`config.mk`:
```
export PLATFORM = sky130hd
export DESIGN_NAME = serial_adder
export DESIGN_NICKNAME = d
export VERILOG_FILES = /design/src/rtl/serial_adder_pkg.sv /design/src/rtl/serial_adder_digit_adder.sv /design/src/rtl/serial_adder.sv
export SDC_FILE = /design/constraint.sdc
export NUM_CORES = 1
export LEC_CHECK = 0
export ABC_AREA = 1
export CAP_MARGIN = 10
export CELL_PAD_IN_SITES_DETAIL_PLACEMENT = 1
export CELL_PAD_IN_SITES_GLOBAL_PLACEMENT = 1
export CORE_AREA = 2 2 56 84
export CTS_CLUSTER_SIZE = 16
export DETAILED_ROUTE_END_ITERATION = 8
export DIE_AREA = 0 0 58 86
export PLACE_DENSITY = 0.82
export SLEW_MARGIN = 20
export SYNTH_ARGS = -nofsm -noshare
export SYNTH_HDL_FRONTEND = slang
export SYNTH_HIERARCHICAL = 1
export SYNTH_SLANG_ARGS = --single-unit
```
`constraint.sdc`:
```
create_clock -name clk_in -period 2.2 [get_ports clk_in]
set_input_delay 0.33 -clock clk_in [delete_from_list [all_inputs] [get_ports clk_in]]
set_output_delay 0.33 -clock clk_in [all_outputs]
set_load 0.1 [all_outputs]
```
`src/rtl/serial_adder_pkg.sv`:
```
// -----------------------------------------------------------------------------
// serial_adder_pkg
//
// Shared definitions for the serial adder slice.
//   state_t       : controller states (IDLE waits for start, BUSY adds digits)
//   num_digits()  : number of DIGIT-bit digits in a WIDTH-bit operand
//   count_width() : width of the digit counter for a given digit count
// -----------------------------------------------------------------------------
package serial_adder_pkg;

  typedef enum logic {
    IDLE = 1'b0,
    BUSY = 1'b1
  } state_t;

  // Guarded against DIGIT=0 so that an illegal parameter set still
  // elaborates far enough to reach the parameter check in the top.
  function automatic int num_digits(input int width, input int digit);
    return (digit > 0) ? (width / digit) : 1;
  endfunction

  // One extra bit beyond $clog2 keeps the counter wide enough when N is
  // a power of two (and gives N=1 a 1-bit counter rather than a 0-bit one).
  function automatic int count_width(input int n);
    return $clog2(n) + 1;
  endfunction

endpackage : serial_adder_pkg

```
`src/rtl/serial_adder_digit_adder.sv`:
```
// -----------------------------------------------------------------------------
// digit_adder
//
// Combinational DIGIT-bit ripple-carry adder built from full-adder cells.
//   a, b  : DIGIT-bit addends
//   cin   : carry into bit 0
//   s     : DIGIT-bit sum
//   cout  : carry out of the top bit
// -----------------------------------------------------------------------------
module digit_adder #(
  parameter int DIGIT = 1
) (
  input  logic [DIGIT-1:0] a,
  input  logic [DIGIT-1:0] b,
  input  logic             cin,
  output logic [DIGIT-1:0] s,
  output logic             cout
);

  // c[i] is the carry into bit i; c[DIGIT] leaves the digit.
  logic [DIGIT:0] c;

  assign c[0] = cin;

  for (genvar i = 0; i < DIGIT; i++) begin : g_fa
    assign s[i]   = a[i] ^ b[i] ^ c[i];
    assign c[i+1] = (a[i] & b[i]) | (c[i] & (a[i] ^ b[i]));
  end

  assign cout = c[DIGIT];

endmodule : digit_adder

```
`src/rtl/serial_adder.sv`:
```
// -----------------------------------------------------------------------------
// serial_adder
//
// Multi-cycle unsigned adder: computes a_in + b_in + c_in over WIDTH bits,
// DIGIT bits per clock, least-significant digit first. Operands are captured
// on an accepted start; the result registers hold their value until the
// edge that completes the next addition.
//
// Parameters
//   WIDTH : operand / sum width (>= 1)
//   DIGIT : bits added per clock (>= 1, must divide WIDTH)
//
// Ports
//   clk_in   : clock, rising edge
//   rst_in   : asynchronous active-high reset
//   start_in : start request, only looked at while idle
//   a_in     : operand A, captured with an accepted start
//   b_in     : operand B, captured with an accepted start
//   c_in     : carry-in, captured with an accepted start
//   busy_out : high while an addition is in progress
//   done_out : one-cycle pulse when sum_out / c_out update
//   sum_out  : registered (a + b + c) mod 2^WIDTH
//   c_out    : registered carry-out of the full-width sum
//
// Timing: start accepted at edge T0 -> busy_out high after T0 up to edge
// T0+N, done_out high for the single cycle after edge T0+N (N = WIDTH/DIGIT).
// -----------------------------------------------------------------------------
module serial_adder
  import serial_adder_pkg::*;
#(
  parameter int WIDTH = 8,
  parameter int DIGIT = 1
) (
  input  logic             clk_in,
  input  logic             rst_in,
  input  logic             start_in,
  input  logic [WIDTH-1:0] a_in,
  input  logic [WIDTH-1:0] b_in,
  input  logic             c_in,
  output logic             busy_out,
  output logic             done_out,
  output logic [WIDTH-1:0] sum_out,
  output logic             c_out
);

  localparam int N  = num_digits(WIDTH, DIGIT);
  localparam int CW = count_width(N);

  // Reject parameter sets the digit slicing cannot handle.
  if (WIDTH < 1 || DIGIT < 1 || (WIDTH % DIGIT) != 0) begin : g_bad_params
    $error("serial_adder: WIDTH=%0d must be >= 1 and a multiple of DIGIT=%0d",
           WIDTH, DIGIT);
  end

  state_t          state;
  logic [WIDTH-1:0] a_sr;     // operand A, consumed from the bottom
  logic [WIDTH-1:0] b_sr;     // operand B, consumed from the bottom
  logic [WIDTH-1:0] acc;      // partial sum, filled from the top
  logic             carry;    // carry between digits
  logic [CW-1:0]    cnt;      // index of the digit being added

  logic [DIGIT-1:0] dig_sum;
  logic             dig_cout;
  logic [WIDTH-1:0] acc_next;
  logic             last_digit;

  digit_adder #(
    .DIGIT (DIGIT)
  ) u_digit_adder (
    .a    (a_sr[DIGIT-1:0]),
    .b    (b_sr[DIGIT-1:0]),
    .cin  (carry),
    .s    (dig_sum),
    .cout (dig_cout)
  );

  // New digits enter at the top of the accumulator; after N shifts the
  // first digit has reached bit 0 and acc_next holds the complete sum.
  // NOTE: every always_comb output gets a full default before any partial
  // overwrite, so no path leaves a bit unassigned and no latch is inferred.
  always_comb begin
    acc_next                    = acc >> DIGIT;
    acc_next[WIDTH-1 -: DIGIT]  = dig_sum;
  end

  assign last_digit = (cnt == CW'(N - 1));

  // NOTE: state is updated with non-blocking assignments so every register
  // samples the pre-edge values, independent of statement order.
  // NOTE: there are no memories here; every register, including the shift
  // registers, is cleared by the asynchronous reset so an aborted addition
  // leaves nothing behind.
  always_ff @(posedge clk_in or posedge rst_in) begin
    if (rst_in) begin
      state    <= IDLE;
      a_sr     <= '0;
      b_sr     <= '0;
      acc      <= '0;
      carry    <= 1'b0;
      cnt      <= '0;
      busy_out <= 1'b0;
      done_out <= 1'b0;
      sum_out  <= '0;
      c_out    <= 1'b0;
    end else begin
      done_out <= 1'b0;
      case (state)
        IDLE: begin
          if (start_in) begin
            a_sr     <= a_in;
            b_sr     <= b_in;
            carry    <= c_in;
            acc      <= '0;
            cnt      <= '0;
            busy_out <= 1'b1;
            state    <= BUSY;
          end
        end

        BUSY: begin
          a_sr  <= a_sr >> DIGIT;
          b_sr  <= b_sr >> DIGIT;
          acc   <= acc_next;
          carry <= dig_cout;
          cnt   <= cnt + CW'(1);
          if (last_digit) begin
            sum_out  <= acc_next;
            c_out    <= dig_cout;
            done_out <= 1'b1;
            busy_out <= 1'b0;
            state    <= IDLE;
          end
        end

        default: state <= IDLE;
      endcase
    end
  end

endmodule : serial_adder

```
==> qor.csv, run 1 <==
metric;value;unit
outcome;complete, no violations;
width of the die;58;µm
post-synth top area cell;dfrtp_1;
worst-case clock buffer depth;2;
Clock Root Buffer;clkbuf_8;
fmax;746.7;MHz
Hold-fix buffers, CTS;0;
Worst-Skew Late Latency;290;ps
# DRC;0;
die area;4988;µm²
Period minus WS final;1339;ps
Pwr Total;3.206;mW
share of the synthesized area in the top cell type;59.48;%
CP max FO;22;
CTS Buf Count;5;
synth top area cells;dfrtp_1 59%, nand2_1 18%, nand3_1 7.7%;
Worst Setup SP;state;
Setup Buffers After CTS;0;
Final Max Slew Viols;0;
worst r2r src;state;
number of fill cells in the layout;513;
Power Density;1531;nW/µm²
Async S/R FF share, synth;100.0;%
clk slew on worst S/H paths;80;ps
# rows;29;
die height;86;µm
TritonCTS clock tree;built;
crit end category;flop;
Avg Inst Size Synth;8.999;µm²
maxcap violations;0;
Least-Margin Pin Slew;494.7;ps
commonest cells after routing, fill and taps aside;81 x nand2_1, 40 x dfrtp_1, 26 x nand3_1;
yosys synthesis warning count;6;
Setup CP Type;reg2reg;
Clock Skew;7.509;ps
initial drt markers;60;
vias in the first global route;1451;
final non-filler cell total;268;
most common cell after layout, fill and taps aside;nand2_1;
flop-to-flop setup slack;860;ps
Initial Util;39.98;%
num ports;31;
predominant post-synthesis flop cell;dfrtp_1;
Slew HR;67.02;%
VDD IR max;0.0008881;V
Layout Area Growth over Synthesis;24.46;%
Final HPWL DP;2437;µm
DR pass1 iterations;6;
PostCTS Resize Cnt;0;
pin count of the biggest net entering global routing;41;
initial antenna violation count;0;
Final Hold Viols;0;
fraction of layout cells with a size suffix above 1;12.61;%
vias per inst;4.974;
IO Port Bufs;30;
DR vias;1333;
number of nets with antenna violations after routing;0;
worst hold-check path type;in2async;
all-layer global routing usage;16.56;%
syn_nets;209;
unrepaired setup endpoints after global routing;false;
Final Cycle Share;60.88;%
aggregate routed wire length;3422;µm
cell leakage power;1.088;nW
Layout Nets;243;
Seq/Total Area, Yosys;59.48;%
worst reg2reg path depth;4;
crit start category;flop;
placed insts;260;
H-tree depth;2;
Antenna diodes;0;
Post-synth EDFFs;0;
Unique masters post-synth;18;
Sink Count;40;
Setup-failing EPs final;0;
GPL Wtd Cong;0.7406;
gr ovfl total;0;
Req. time, crit path;2410;ps
first-pass GRT wire length;6313;µm
routed len/inst;12.77;µm
Cells after Synth;187;
CP Data Arrival Time;1550;ps
Crit Reg-Reg Endpoint;acc[2];
Core ar.;4209;µm²
total negative slack;0;ps
post-synthesis cell area;1683;µm²
#FFs+latches synth;40;
[routing by layer]
metal  GRT usage [%]  vias to the layer above  share of wire [%]
met5               0                        -                  0
met4           5.074                        0                1.4
met3           4.223                        6                3.9
met2           31.10                       28                 57
met1           17.60                      647                 38
li1                -                      652                  -
[registers in the layout, indices dropped and copies added (netlist names)]
register	flops
cnt	4
carry	1
busy_out	1
state	1
b_sr	8
c_out	1
a_sr	8
done_out	1
acc	7
sum_out	8
[synth_stat cells, types with 3 or more instances]
| master | instances |
|---|---|
| inv_2 | 3 |
| nor2_1 | 4 |
| buf_2 | 3 |
| inv_1 | 11 |
| buf_6 | 3 |
| nand2_1 | 81 |
| dfrtp_1 | 40 |
| o21ai_0 | 3 |
| o22ai_1 | 5 |
| nand3_1 | 26 |
[worst max path at each step]
| stage | depth (start not counted) | to | slack, ps |
|---|---|---|---|
| 2_1_floorplan | 1 | a_sr[0] | 950 |
| 5_1_grt | 5 | b_sr[0] | 720 |
| 6_report | 4 | acc[2] | 860 |
| 4_1_cts | 4 | acc[2] | 830 |
| 3_3_place_gp | 5 | acc[7] | 720 |
| 3_5_place_dp | 5 | acc[7] | 640 |
[where the power goes]
part	internal, mW	leakage, nW	total, mW	switching, mW
clock network	0.337	0.0552	0.587	0.250
registers	1.01	0.524	1.19	0.180
logic	0.370	0.508	1.43	1.06
total	1.72	1.09	3.21	1.49
[final cells by class]
type / instances / area [µm²] / area share [%]
timing repair buffer: 33 / 295.3 / 14.10
clock inverter: 2 / 35.03 / 1.673
multi-input combinational: 126 / 575.6 / 27.48
tap: 46 / 57.56 / 2.748
sequential: 40 / 1001 / 47.79
inverter: 15 / 57.56 / 2.748
clock buffer: 6 / 72.57 / 3.465
[per-stage QoR]
| stage | cell area [µm²] | worst slack, ps | util (%) | hold slack [ps] |
|---|---|---|---|---|
| after floorplan | 1683 | 952.4 | - | 439.6 |
| after global placement | 1987 | 722.8 | 47.21 | 455.1 |
| after detailed placement | 1987 | 640.5 | 47.21 | 459.5 |
| after CTS | 2095 | 834.5 | 49.76 | 477.3 |
| after global routing | 2095 | 716.9 | 49.76 | 489.7 |
| final | 2095 | 860.7 | 49.76 | 451.1 |
[worst max-delay path, stage by stage (launching register included)]
cell and delay, ps:
dfrtp_1 500, nor2_1 180, buf_4 270, inv_1 160, o22ai_1 140
[logic make-up (layout without fill, tap and decap cells)]
logic type	count (synthesis)	after routing	synth area share (%)
and+or+nand+nor	114	114	28.92
DFF	40	40	59.48
buffers and inverters	21	56	6.319
AOI/OAI and AO/OA	10	10	3.345
adders and majority gates	2	2	1.933
(Power assumes the default switching activity.)
==> run 2: changes to the inputs <==
--- a/config.mk
+++ b/config.mk
@@ -9,11 +9,11 @@
 export CAP_MARGIN = 10
 export CELL_PAD_IN_SITES_DETAIL_PLACEMENT = 1
 export CELL_PAD_IN_SITES_GLOBAL_PLACEMENT = 1
-export CORE_AREA = 2 2 56 84
+export CORE_AREA = 2 2 58 87
 export CTS_CLUSTER_SIZE = 16
 export DETAILED_ROUTE_END_ITERATION = 8
-export DIE_AREA = 0 0 58 86
-export PLACE_DENSITY = 0.82
+export DIE_AREA = 0 0 60 89
+export PLACE_DENSITY = 0.77
 export SLEW_MARGIN = 20
 export SYNTH_ARGS = -nofsm -noshare
 export SYNTH_HDL_FRONTEND = slang
==> constraint.sdc (replaced) <==
create_clock -name clk_in -period 1.3 [get_ports clk_in]
set_input_delay 0.195 -clock clk_in [delete_from_list [all_inputs] [get_ports clk_in]]
set_output_delay 0.195 -clock clk_in [all_outputs]
set_load 0.1 [all_outputs]
==> run 2 against run 1 <==
- clock skew down 1.2 ps
- power up 86%
- sequential power up 75%
- count of clock-buffer cells in the layout up 2
- final area up 13%
- die area up 7.1%
- flip-flop and latch count unchanged
- worst setup slack worse by 790 ps
- via count up 1.7%
- register-to-register slack worse by 790 ps
- hold slack worse by 180 ps
==> qor.csv, run 2 (synthesis results as in run 1) <==
metric;value;unit;change
Worst-Skew Late Latency;280;ps;about the same
Seq pwr share;34.8;%;-2.3 points
register area;1001;µm²;unchanged
initial antenna violation count;0;;unchanged
number of nets with antenna violations after routing;0;;unchanged
Clk pwr share;14.1;%;-4.2 points
Layout Nets;253;;+4.1%
routed len/inst;12.30;µm;-3.7%
Comb power frac;51.1;%;+6.5 points
Setup-failing EPs final;0;;unchanged
Least-Margin Pin Slew;304.3;ps;-190.4 ps
H-tree depth;2;;unchanged
placed cell area;2215;µm²;+11%
Initial Util;37.05;%;-2.9 points
final non-filler cell total;296;;+10%
Post-Layout Inst Area;2361;µm²;+13%
vias in the first global route;1461;;+0.69%
Clock Root Buffer;clkbuf_8;;
worst reg2reg path depth;6;;+2
VDD IR max;0.0008312;V;-6.4%
Clock Skew;6.332;ps;-1.177 ps
fraction of layout cells with a size suffix above 1;16.38;%;+3.8 points
CTS Buf Count;5;;unchanged
Sink Count;40;;unchanged
# DRC;0;;unchanged
cell leakage power;1.166;nW;+7.2%
final worst slack;67.78;ps;-792.9 ps
first-pass GRT wire length;6189;µm;-2.0%
Pwr Total;5.979;mW;+86%
final core utilization;51.98;%;+2.2 points
largest registers;a_sr x8, b_sr x8, sum_out x8;;
maxcap violations;0;;unchanged
IO Port Bufs;30;;unchanged
highest routed layer;met4;;
all-layer global routing usage;15.38;%;-1.2 points
met2 wire len;2042;µm;+4.7%
crit start category;flop;;
worst hold-check path type;in2async;;
initial drt markers;37;;-38%
GPL Wtd Cong;0.7348;;-0.78%
CP Data Arrival Time;1410;ps;-140 ps
most common cell after layout, fill and taps aside;nand2_1;;
die area;5340;µm²;+7.1%
Post-Place Setup Slack;-141.1;ps;-781.7 ps
Final HPWL DP;2638;µm;+8.2%
Period minus WS final;1232;ps;-107.1 ps
crit end category;flop;;
total negative slack;0;ps;unchanged
CP max FO;10;;-55%
Final Cycle Share;94.79;%;+34 points
DR pass1 iterations;4;;-2
Setup CP Type;reg2reg;;
Hold-fix buffers, CTS;0;;unchanged
TritonCTS clock tree;built;;
gr ovfl total;0;;unchanged
Switching Share;44.64;%;-1.8 points
Antenna diodes;0;;unchanged
outcome;complete, no violations;;
fmax;811.5;MHz;+8.7%
# rows;30;;+3.4%
die height;89;µm;+3.5%
Power Density;2532;nW/µm²;+65%
placed insts;282;;+8.5%
Slew HR;79.64;%;+13 points
aggregate routed wire length;3640;µm;+6.4%
Final Hold Viols;0;;unchanged
DR vias;1356;;+1.7%
Req. time, crit path;1480;ps;-930 ps
M1 WL;1430;µm;+11%
NetSw;2.669;mW;+79%
Fin Hold WS;272.5;ps;-178.6 ps
width of the die;60;µm;+3.4%
num ports;31;;unchanged
pin count of the biggest net entering global routing;41;;unchanged
vias per inst;4.581;;-7.9%
Layout Area Growth over Synthesis;40.30;%;
met3 wire length;123;µm;-8.2%
Core ar.;4542;µm²;+7.9%
number of fill cells in the layout;517;;+0.78%
worst-case clock buffer depth;2;;unchanged
commonest cells after routing, fill and taps aside;81 x nand2_1, 40 x dfrtp_1, 26 x nand3_1;;
clk slew on worst S/H paths;70;ps;about the same
internal power;3.310;mW;+93%
Final Max Slew Viols;0;;unchanged
multi-input logic area;586.8;µm²;+2.0%
==> run 2: final cells by class <==
type	count	share of cell area, %
Inverter	15	2.438
Sequential cell	40	42.40
Tap cell	64	3.392
Clock buffer	8	3.816
Multi-Input combinational cell	126	24.85
Timing Repair Buffer	43	23.11
==> run 2: power by group through the flow <==
| stage | clock [mW] | combinational [mW] | sequential [mW] |
|---|---|---|---|
| after floorplan | 0 | 1.03 | 2.93 |
| after global placement | 0 | 2.83 | 2.08 |
| after detailed placement | 0 | 2.92 | 2.11 |
| after CTS | 0.871 | 2.93 | 2.09 |
| after global routing | 0.912 | 3.30 | 2.14 |
| final | 0.844 | 3.06 | 2.08 |
==> run 2: per-layer routing <==
layer | up-vias | global-route usage [%]
met5 | - | 0
met1 | 641 | 17.07
li1 | 674 | -
met3 | 6 | 3.763
met2 | 35 | 27.96
met4 | 0 | 5.253
==> run 2: worst max-delay path: stages (launching register included) <==
cell and delay (ps):
dfrtp_1 400, ha_2 200, inv_1 90, nor2_8 200, nand2_8 100, inv_2 90, nor2_1 40
==> run 2: repair_timing <==
action,in CTS,in global routing
resized for setup,0,2
buffers inserted,0,6
setup endpoints to repair,0,11
endpoints found under the hold margin,0,0
==> run 2: final timing paths <==
check | end | startpoint | slack (ps)
min in group clk_in | a_sr[7] | a_in[7] | 460
max in group asynchronous | cnt[2] | rst_in | 830
max | state | cnt[0] | 70
max reg2reg | state | cnt[0] | 70
min | sum_out[6] | rst_in | 270
min reg2reg | acc[1] | acc[1] | 490
